--- config.mk ---
export PLATFORM = sky130hd
export DESIGN_NAME = sigmoid_grad_flat
export DESIGN_NICKNAME = d
export VERILOG_FILES = /design/src/rtl/sigmoid_grad_if.sv /design/src/rtl/sigmoid_grad.sv /design/src/flat_wrapper.sv
export SDC_FILE = /design/constraint.sdc
export NUM_CORES = 1
export LEC_CHECK = 0
export BUFFER_PORTS_ARGS = -buffer_cell sky130_fd_sc_hd__buf_4
export CAP_MARGIN = 5
export CORE_ASPECT_RATIO = 0.6
export CORE_MARGIN = 2
export CORE_UTILIZATION = 40
export CTS_BUF_LIST = sky130_fd_sc_hd__clkbuf_16
export DETAILED_ROUTE_END_ITERATION = 12
export MAX_ROUTING_LAYER = met4
export REMOVE_ABC_BUFFERS = 1
export SLEW_MARGIN = 40
export SYNTH_ARGS = -nofsm -noshare
export SYNTH_HDL_FRONTEND = slang
export SYNTH_SLANG_ARGS = --single-unit
--- constraint.sdc ---
create_clock -name clk -period 21.6 [get_ports clk]
set_input_delay 6.48 -clock clk [delete_from_list [all_inputs] [get_ports clk]]
set_output_delay 6.48 -clock clk [all_outputs]
set_load 0.005 [all_outputs]
--- src/rtl/sigmoid_grad_if.sv ---
// sigmoid_grad_if: input/output valid-ready channels of the sigmoid backward unit.
// Values are signed fixed point Q(QN).(QM).
interface sigmoid_grad_if #(
   parameter int QN = 6,
   parameter int QM = 11
) ();
   localparam int BITWIDTH = QN + QM + 1;

   logic                       in_valid;
   logic                       in_ready;
   logic signed [BITWIDTH-1:0] y_in;
   logic signed [BITWIDTH-1:0] grad_in;
   logic                       out_valid;
   logic                       out_ready;
   logic signed [BITWIDTH-1:0] delta_out;

   // producer of y/grad and consumer of delta
   modport master (
      output in_valid, y_in, grad_in, out_ready,
      input  in_ready, out_valid, delta_out
   );

   // the sigmoid_grad block itself
   modport slave (
      input  in_valid, y_in, grad_in, out_ready,
      output in_ready, out_valid, delta_out
   );
endinterface

--- src/rtl/sigmoid_grad.sv ---
// sigmoid_grad: delta = g * y * (1 - y) in signed Q(QN).(QM).
// One shared multiplier, two multiply cycles (MUL1: y*(1-y), MUL2: t*g).
// Optional macro SIGMOID_GRAD_ROUND_EN: round-half-up on both shifts
// instead of floor. Latency/handshake identical either way.
module sigmoid_grad #(
   parameter int QN = 6,
   parameter int QM = 11
) (
   input  logic          clk,
   input  logic          reset,
   sigmoid_grad_if.slave bus,
   output logic          busy
);
   localparam int BITWIDTH = QN + QM + 1;
   localparam int PW       = 2 * BITWIDTH;
   localparam logic signed [BITWIDTH-1:0] ONE = BITWIDTH'(1 << QM);
`ifdef SIGMOID_GRAD_ROUND_EN
   localparam logic signed [PW-1:0] RND = PW'(1 << (QM - 1));
`else
   localparam logic signed [PW-1:0] RND = '0;
`endif

   typedef enum logic [1:0] {IDLE, MUL1, MUL2, DONE} state_t;

   state_t                     state, state_nxt;
   logic                       in_ready_c;
   logic                       accept;
   logic signed [BITWIDTH-1:0] y_clamp;
   logic signed [BITWIDTH-1:0] y_c, g_r, t_r, delta_r;
   logic signed [BITWIDTH-1:0] mul_a, mul_b, mul_res;
   logic signed [PW-1:0]       prod;

   assign accept        = bus.in_valid & in_ready_c;
   assign bus.in_ready  = in_ready_c;
   assign bus.out_valid = (state == DONE);
   assign bus.delta_out = delta_r;
   assign busy          = (state != IDLE);

   // clamp y into [0, ONE] before capture so 1-y never goes negative
   always_comb begin
      y_clamp = bus.y_in;
      if (bus.y_in < 0)
         y_clamp = '0;
      else if (bus.y_in > ONE)
         y_clamp = ONE;
   end

   // shared multiplier operand mux: (y, 1-y) except in MUL2 where (t, g)
   always_comb begin
      mul_a = y_c;
      mul_b = ONE - y_c;
      if (state == MUL2) begin
         mul_a = t_r;
         mul_b = g_r;
      end
   end

   // full-width signed product, then arithmetic shift back to Q format;
   // t <= 512 keeps every result inside BITWIDTH so the truncation is exact
   assign prod    = PW'(mul_a) * PW'(mul_b);
   assign mul_res = BITWIDTH'((prod + RND) >>> QM);

   // next-state and input acceptance; DONE can hand off straight into MUL1
   always_comb begin
      state_nxt  = state;
      in_ready_c = 1'b0;
      case (state)
         IDLE: begin
            in_ready_c = 1'b1;
            if (bus.in_valid) state_nxt = MUL1;
         end
         MUL1: state_nxt = MUL2;
         MUL2: state_nxt = DONE;
         DONE: begin
            in_ready_c = bus.out_ready;
            if (bus.out_ready) state_nxt = bus.in_valid ? MUL1 : IDLE;
         end
         default: state_nxt = IDLE;
      endcase
   end

   // state register
   always_ff @(posedge clk or negedge reset) begin
      if (!reset) state <= IDLE;
      else        state <= state_nxt;
   end

   // operand capture and per-stage result registers; delta held until replaced
   always_ff @(posedge clk or negedge reset) begin
      if (!reset) begin
         y_c     <= '0;
         g_r     <= '0;
         t_r     <= '0;
         delta_r <= '0;
      end else begin
         if (accept) begin
            y_c <= y_clamp;
            g_r <= bus.grad_in;
         end
         if (state == MUL1) t_r     <= mul_res;
         if (state == MUL2) delta_r <= mul_res;
      end
   end
endmodule

--- src/flat_wrapper.sv ---
// flat-port wrapper written by rule: the top's interface ports become plain ports
module sigmoid_grad_flat 
#(
   parameter int QN = 6,
   parameter int QM = 11
)
  (clk, reset, busy, bus_in_valid, bus_y_in, bus_grad_in, bus_out_ready, bus_in_ready, bus_out_valid, bus_delta_out);
  sigmoid_grad_if #(.QN(QN), .QM(QM)) bus_i ();
  input  logic clk;
  input  logic reset;
  output logic busy;
  input wire logic [$bits(bus_i.in_valid)-1:0] bus_in_valid;
  input wire logic [$bits(bus_i.y_in)-1:0] bus_y_in;
  input wire logic [$bits(bus_i.grad_in)-1:0] bus_grad_in;
  input wire logic [$bits(bus_i.out_ready)-1:0] bus_out_ready;
  output wire logic [$bits(bus_i.in_ready)-1:0] bus_in_ready;
  output wire logic [$bits(bus_i.out_valid)-1:0] bus_out_valid;
  output wire logic [$bits(bus_i.delta_out)-1:0] bus_delta_out;
  assign bus_i.in_valid = bus_in_valid;
  assign bus_i.y_in = bus_y_in;
  assign bus_i.grad_in = bus_grad_in;
  assign bus_i.out_ready = bus_out_ready;
  assign bus_in_ready = bus_i.in_ready;
  assign bus_out_valid = bus_i.out_valid;
  assign bus_delta_out = bus_i.delta_out;
  sigmoid_grad #(.QN(QN), .QM(QM)) u_core (.clk(clk), .reset(reset), .bus(bus_i), .busy(busy));
endmodule
==> Word level (Yosys, flattened, before mapping) <==
Index checks and enable logic that the tools add are counted.
{ "op_classes": {"order_cmp": 2, "n_addsub": 1, "n_eq_ne": 5, "n_mul": 1, "reduce_logical": 3, "bitwise_logic": 1, "n_mux": 9} }
{ "ops": {"columns": ["cell", "count"], "rows": [
  ["$mux 18", 4],
  ["$mul 18x18->29", 1],
  ["$gt 18x13->1 const B", 1],
  ["$lt 18x1->1 const B", 1],
  ["$sub 13x18->18 const A", 1],
  ["$pmux 2 s4", 1],
  ["$eq 2x2->1 const B", 2],
  ["$mux 2", 2],
  ["$ne 2x2->1 const B", 2],
  ["$eq 2x1->1 const B", 1],
  ["$logic_not 2->1", 1],
  ["$pmux 1 s2", 1],
  ["$reduce_and 2->1", 1],
  ["$reduce_bool 2->1", 1],
  ["$and 1x1->1", 1],
  ["$mux 1", 1]
]} }
{ "word_totals": {"register_bits": 74, "output_inout_bits": 21, "word_cells": 27, "input_bits": 40} }

==> Depth between registers and ports, before layout <==
Gate-level depths: netlist (run 1).
{ "depth": {"word_depth": 3, "ltp_mapped": 31, "mapped_depth_nobuf": 30} }

==> Least setup slack after synthesis (run 1) <==
Ideal clock, no wire load.
{ "synth_timing": {"kind": "input port to output port", "start": "input port bus_out_ready", "end": "output port bus_in_ready", "arrival_time_ps": 6691, "n_path_buf": 0, "setup_slack_ps": 8429, "cell_stages": 2, "required_ps": 15120, "cell_sequence": "a21oi_1 -> nor2_1"} }
{ "synth_between": {"elab_chain_len": 1} }
{ "synth_rtl": {"columns": ["item", "line_no", "rtl"], "rows": [
  ["start: declaration", "flat_wrapper.sv:15", "input wire logic [$bits(bus_i.out_ready)-1:0] bus_out_ready;"],
  ["$pmux 1 s2", "sigmoid_grad.sv:67", "case (state)"],
  ["end: declaration", "flat_wrapper.sv:16", "output wire logic [$bits(bus_i.in_ready)-1:0] bus_in_ready;"]
]} }
No other way between the ends.

==> Worst setup path after layout (run 1) <==
Same ends and word-level chain as after synthesis.

==> impl_metrics.csv, run 1 <==
group,metric,value,unit
floorplan,start_util,40.4,%
worst_setup_path,r2r.worst_path.cells,26,
worst_setup_path,end_kind,"output pin",
finish,register_area,1830,um^2
drt,drt_first_iter_violations,937,
clock_network,postCtsSetupRepairBufs,0,
worst_setup_path,worst-endpoint-required,15.12,ns
drt,routed_wl,38.0,mm
finish,final_cell_area,14900,um^2
place,gp_congestion,0.912,
grt,grt_max_degree,74,
worst_setup_path,critical-path-top-delay-family,"buffers and inverters",
timing,hold_viol_final,0,
timing,clock-skew-final,0.00721,ns
clock_network,cts_hold_buf,0,
floorplan,boundaryPins,61,
synthesis,synth_top_family_by_area,"adder cells",
floorplan,die_area,35400,um^2
floorplan,fp-row-count,52,
clock_network,clockRootBuffer,"clkbuf_16",
floorplan,fp.dieH,147,um
worst_setup_path,path_cells,"buf_4 > a21oi_1 > nor2_1 > buf_4",
synthesis,synthFlopType,"dfrtp_1",
floorplan,die_x,242,um
clock_network,clk_pin_slew_worst_paths,0.06,ns
synthesis,synth_mux_area_share,6.01,%
worst_setup_path,worstSetupStartpointType,"input port",
synthesis,yosys_warnings,0,
synthesis,yosys.area_share.xor_xnor,3.23,%
place,dp.final_hpwl,31.4,mm
worst_setup_path,arrival,6.94,ns
run,maxCapViolCount,0,
timing,timing.setup.tns,0,ns
clock_network,post_cts_resized,0,
finish,antenna_cells,0,
place,place_area,14600,um^2
run_status,status,"completed",
worst_hold_path,hp-class,"reg -> reg",
drt,via_per_inst,5.19,
grt,grt.overflow.total,0,
synthesis,ys_types,68,
grt,antenna_found_initial,0,
grt,grt_pass1_vias,10500,
place,dp_slack,8.17,ns
drt,drc_errors,0,
worst_setup_path,setup.worst_path.class,"in -> out",
drt,via_count,10200,
finish,n_fill_cell,3304,
timing,rsz0062_at_grt,"false",
clock_network,cts_buffers,9,
finish,final_core_util,44.4,%
clock_network,clock_path_buffers,2,
synthesis,synth_edf_count,0,
worst_setup_path,worst-path-stages,4,
finish,multi_input_area,10300,um^2
synthesis,synth_fa_ha_area_share,46.9,%
worst_setup_path,crit_path_max_fanout,3,
synthesis,syn_area_per_cell,9.31,um^2
timing,slew_viol_final,0,
clock_network,cts_tree,"yes",
worst_setup_path,cp_slowest_stage_delay,0.14,ns
synthesis,synth_compound_area_share,5.81,%
timing,max_freq,0.0745,GHz
timing,finalSetupViolCount,0,
worst_setup_path,slowest_stage,"buf_4",
grt,grt_util_all_layers,23.2,%
clock_network,htreeDepth,3,
clock_network,insertion_delay,0.34,ns
grt,grt_pass1_wl,60.8,mm
floorplan,coreArea,33600,um^2
timing,max_slew.worst_pin.slew,0.844,ns
timing,fin_crit,13.42,ns
synthesis,synth_area,13600,um^2
worst_hold_path,min_path_cells,1,
worst_setup_path,critPathMostFrequentCell,"buf_4",
synthesis,ys_seq_elements,73,
place,port-buffer-count,60,
synthesis,synth_cells,1456,
timing,slew_headroom,43.8,%
synthesis,synth-simple-area-share,13.6,%
finish,syn2layout_area_growth,9.83,%
drt,routedWlPerCell,19.4,um
worst_setup_path,cp.buffers_inverters,2,
drt,first_pass_iters,8,
clock_network,cts.sinks,73,
drt,ant_nets,0,
finish,drive_above_1_share,11.7,%
timing,min_period_over_period,62.1,%
synthesis,synthArstFlopShare,100,%
timing,timing.final.ws_setup,8.18,ns
synthesis,ys_seq_area_share,13.5,%
finish,final_nets,1884,
[metal layers]
metal	global-route usage (%)	up-vias	wire length (um)
met5	-	-	0
met1	36.6	5189	19100
met4	2.53	0	238
met2	30.6	455	14800
met3	5.17	23	3820
li1	-	4494	-
[path summary, 6_finish.rpt]
path                                             start                           to  slack (ns)
max                                      bus_out_ready                 bus_in_ready        8.18
min                         u_core.g_r[13]$_DFFE_PN0P_   u_core.g_r[13]$_DFFE_PN0P_        0.51
max reg2reg                u_core.state[0]$_DFFE_PN0P_   u_core.t_r[16]$_DFFE_PN0N_       12.49
min reg2reg                 u_core.g_r[13]$_DFFE_PN0P_   u_core.g_r[13]$_DFFE_PN0P_        0.51
max in group asynchronous                        reset    u_core.t_r[6]$_DFFE_PN0N_       14.98
min in group asynchronous                        reset  u_core.state[0]$_DFFE_PN0P_        6.16
[synth_stat cells (all sizes together), types with 2 or more instances]
cell type / n / area, um^2
nor3: 10 / 50.1
nor2b: 3 / 18.8
mux2i: 15 / 150
nand3: 14 / 70.1
and4: 2 / 17.5
nor3b: 3 / 27.5
o21bai: 2 / 15.0
a2111oi: 2 / 17.5
a21oi: 23 / 126
mux2: 59 / 664
a22o: 11 / 96.3
ha: 86 / 1080
xnor3: 4 / 90.1
and2: 27 / 169
or4: 5 / 45.0
nand2: 217 / 815
nor4: 7 / 43.8
dfrtp: 73 / 1830
xnor2: 24 / 210
o21a: 3 / 22.5
fa: 264 / 5290
o211ai: 4 / 30.0
and3: 7 / 43.8
or4b: 2 / 20.0
a31oi: 5 / 37.5
a21o: 7 / 52.6
a221oi: 3 / 32.5
nand2b: 11 / 68.8
o31ai: 4 / 43.8
inv: 342 / 1280
o2111ai: 3 / 26.3
xor2: 13 / 114
a21boi: 6 / 48.8
nor2: 103 / 397
o21ai: 21 / 109
clkbuf: 42 / 158
nand3b: 4 / 30.0
o31a: 3 / 35.0
buf: 8 / 47.5
[cells in the final DEF, fill, tap and decap left out, drive strengths merged, types with 6 or more instances in the layout]
master and count:
fa 264, nor3 10, and3 7, a22o 11, nand3 14, nand2b 11
a21oi 23, xnor2 24, nand2 217, xor2 13, buf 77, ha 86
and2 27, nor2 103, mux2i 15, a21boi 6, o21ai 21, dfrtp 73
mux2 59, inv 342, clkbuf 9, a21o 7, nor4 7
[logic make-up after synthesis]
logic type	count (synthesis)
mux	74
compound gates	106
buf+inv	392
simple gates	419
xor+xnor	42
fa+ha+maj	350
flops	73
[sequential cells by signal, summed over array words and instances (netlist names)]
register,cells
u_core.g_r,18
u_core.y_c,17
u_core.bus.delta_out,18
u_core.t_r,18
u_core.state,2
[per-stage QoR]
step / std cells / hold slack (ns)
final: 1957 / 0.509
after global routing: 1957 / 0.527
after CTS: 1957 / 0.513
after detailed placement: 1942 / 0.500
after global placement: 1942 / 0.494
after floorplan: 1406 / 0.479
[layout make-up]
class	instances	area share, %
Clock buffer	9	1.51
Sequential cell	73	12.3
Timing Repair Buffer	77	3.91
Tap cell	459	3.86
Multi-Input combinational cell	991	69.4
Inverter	342	8.62
Clock inverter	6	0.412
Power of run 1 is left out: the tool's default activity adds up to more than one toggle a clock period on the data nets, which glitch-free logic cannot reach.
==> run 2, diff against run 1 <==
==> constraint.sdc (replaced) <==
create_clock -name clk -period 13.6 [get_ports clk]
set_input_delay 4.08 -clock clk [delete_from_list [all_inputs] [get_ports clk]]
set_output_delay 4.08 -clock clk [all_outputs]
set_load 0.005 [all_outputs]
==> run 2 against run 1 <==
- sequential share of layout area about the same
- via count decreased by 1.2%
- global-route usage increased by 0.058 points
- critical path type unchanged
- critical path depth unchanged
- highest routed layer unchanged
- non-clock buffer count decreased by 1
- routed wire length increased by 0.40%
==> impl_metrics.csv, run 2 (synthesized netlist as in run 1, its figures left out) <==
group,metric,value,unit
worst_setup_path,end_kind,"output pin",
timing,hold_viol_final,0,
place,dp.final_hpwl,31.3,mm
worst_setup_path,crit_path_max_fanout,3,
timing,slew_viol_final,0,
floorplan,fp.dieH,147,um
clock_network,clockRootBuffer,"clkbuf_16",
finish,final_nets,1883,
floorplan,coreArea,33600,um^2
finish,mostFrequentLayoutCell,"inv_1",
clock_network,cts_buffers,9,
drt,ant_nets,0,
worst_hold_path,min_path_cells,1,
floorplan,start_util,40.4,%
worst_setup_path,r2r_start,"u_core.y_c[0]$_DFFE_PN0P_",
grt,grt_max_degree,74,
grt,antenna_found_initial,0,
worst_setup_path,r2r.worst_path.cells,25,
finish,n_fill_cell,3312,
place,port-buffer-count,60,
timing,rsz0062_at_grt,"false",
clock_network,htreeDepth,3,
grt,grt_pass1_wl,60.6,mm
worst_hold_path,hold-path-endpoint,"u_core.t_r[1]$_DFFE_PN0N_",
worst_setup_path,setup.worst_path.class,"in -> out",
floorplan,die_x,242,um
clock_network,clock_path_buffers,2,
drt,drc_errors,0,
floorplan,fp-row-count,52,
worst_hold_path,hp-class,"reg -> reg",
worst_hold_path,hp-start,"u_core.t_r[1]$_DFFE_PN0N_",
finish,antenna_cells,0,
worst_setup_path,r2r_end,"u_core.t_r[12]$_DFFE_PN0N_",
floorplan,die_area,35400,um^2
finish,multi_input_area,10300,um^2
run_status,status,"completed",
finish,drive_above_1_share,11.8,%
timing,max_freq,0.116,GHz
grt,grt.overflow.total,0,
drt,first_pass_iters,7,
clock_network,clk_pin_slew_worst_paths,0.07,ns
drt,via_per_inst,5.13,
run,maxCapViolCount,0,
timing,timing.setup.tns,0,ns
drt,via_count,10000,
timing,finalSetupViolCount,0,
worst_setup_path,worstSetupStartpointType,"input port",
clock_network,insertion_delay,0.36,ns
clock_network,cts_tree,"yes",
timing,fin_crit,8.61,ns
timing,min_period_over_period,63.3,%
finish,register_area,1830,um^2
place,gp_congestion,0.924,
clock_network,cts.sinks,73,
finish,final_cell_mix,"342 x inv_1, 264 x fa_1, 217 x nand2_1, 101 x nor2_1, 85 x ha_1",
drt,drt_first_iter_violations,825,
clock_network,post_cts_resized,0,
floorplan,boundaryPins,61,
timing,max_slew.worst_pin.slew,0.820,ns
grt,grt_pass1_vias,10200,
clock_network,postCtsSetupRepairBufs,0,
finish,syn2layout_area_growth,9.92,%
timing,slew_headroom,45.3,%
drt,routedWlPerCell,19.5,um
drt,routed_wl,38.2,mm
worst_setup_path,arrival,4.53,ns
worst_setup_path,worst-endpoint-required,9.52,ns
worst_setup_path,ff2ff_setup_slack,5.17,ns
grt,grt_util_all_layers,23.2,%
timing,clock-skew-final,0.0130,ns
clock_network,cts_hold_buf,0,
==> run 2: changes by cell type in the layout (fill, tap and decap cells not counted) <==
cell        previous run  this run
clkinv_4               2         0
mux2i_2                1         2
mux2i_4                1         0
clkinv_2               2         0
bufinv_16              1         0
o21ai_2                6         4
clkinv_8               0         1
inv_8                  0         2
inv_6                  0         2
buf_6                  1         2
clkinv_1               1         0
clkinvlp_4             0         2
buf_4                 76        74
o21ai_4                1         3
==> run 2: final cells by class <==
| cell class | count | share of cell area (%) |
|---|---|---|
| clock buffers | 9 | 1.51 |
| multi-input cells | 991 | 69.4 |
| inverters | 342 | 8.61 |
| repair buffers | 76 | 3.88 |
| clock inverters | 7 | 0.478 |
| flip-flops and latches | 73 | 12.3 |
| well taps | 459 | 3.85 |
==> run 2: worst max path at each step <==
| stage | slack [ns] | to | start |
|---|---|---|---|
| after floorplan | 4.10 | u_core.bus.delta_out[17]$_DFFE_PN0P_ | u_core.state[0]$_DFFE_PN0P_ |
| after global placement | 4.96 | bus_in_ready | bus_out_ready |
| after detailed placement | 4.99 | bus_in_ready | bus_out_ready |
| after CTS | 4.99 | bus_in_ready | bus_out_ready |
| after global routing | 4.72 | u_core.bus.delta_out[12]$_DFFE_PN0P_ | u_core.y_c[0]$_DFFE_PN0P_ |
| final | 4.99 | bus_in_ready | bus_out_ready |
==> run 2: routing by layer <==
metal  vias to the layer above  GRT usage [%]  part of all wire (%)
met1                      5112           36.3                    50
met3                        29           7.21                    11
met2                       414           29.3                    38
met5                         -              -                     0
met4                         0           3.21                   1.0
li1                       4483              -                     -
==> run 2: critical path, stage by stage <==
cell and delay (ns):
buf_4 0.11, a21oi_1 0.13, nor2_1 0.08, buf_4 0.14
==> run 2: metrics by stage <==
step                hold slack (ns)  util, %  std cells  setup WS [ns]  instance area [um^2]
floorplan                     0.479        -       1406           4.10                 13400
global placement              0.495     43.3       1941           4.96                 14500
detailed placement            0.495     43.5       1941           4.99                 14600
CTS                           0.511     44.4       1957           4.99                 14900
global route                  0.540     44.4       1957           4.72                 14900
finish                        0.511     44.4       1957           4.99                 14900
Power of run 2 is left out for the same reason.
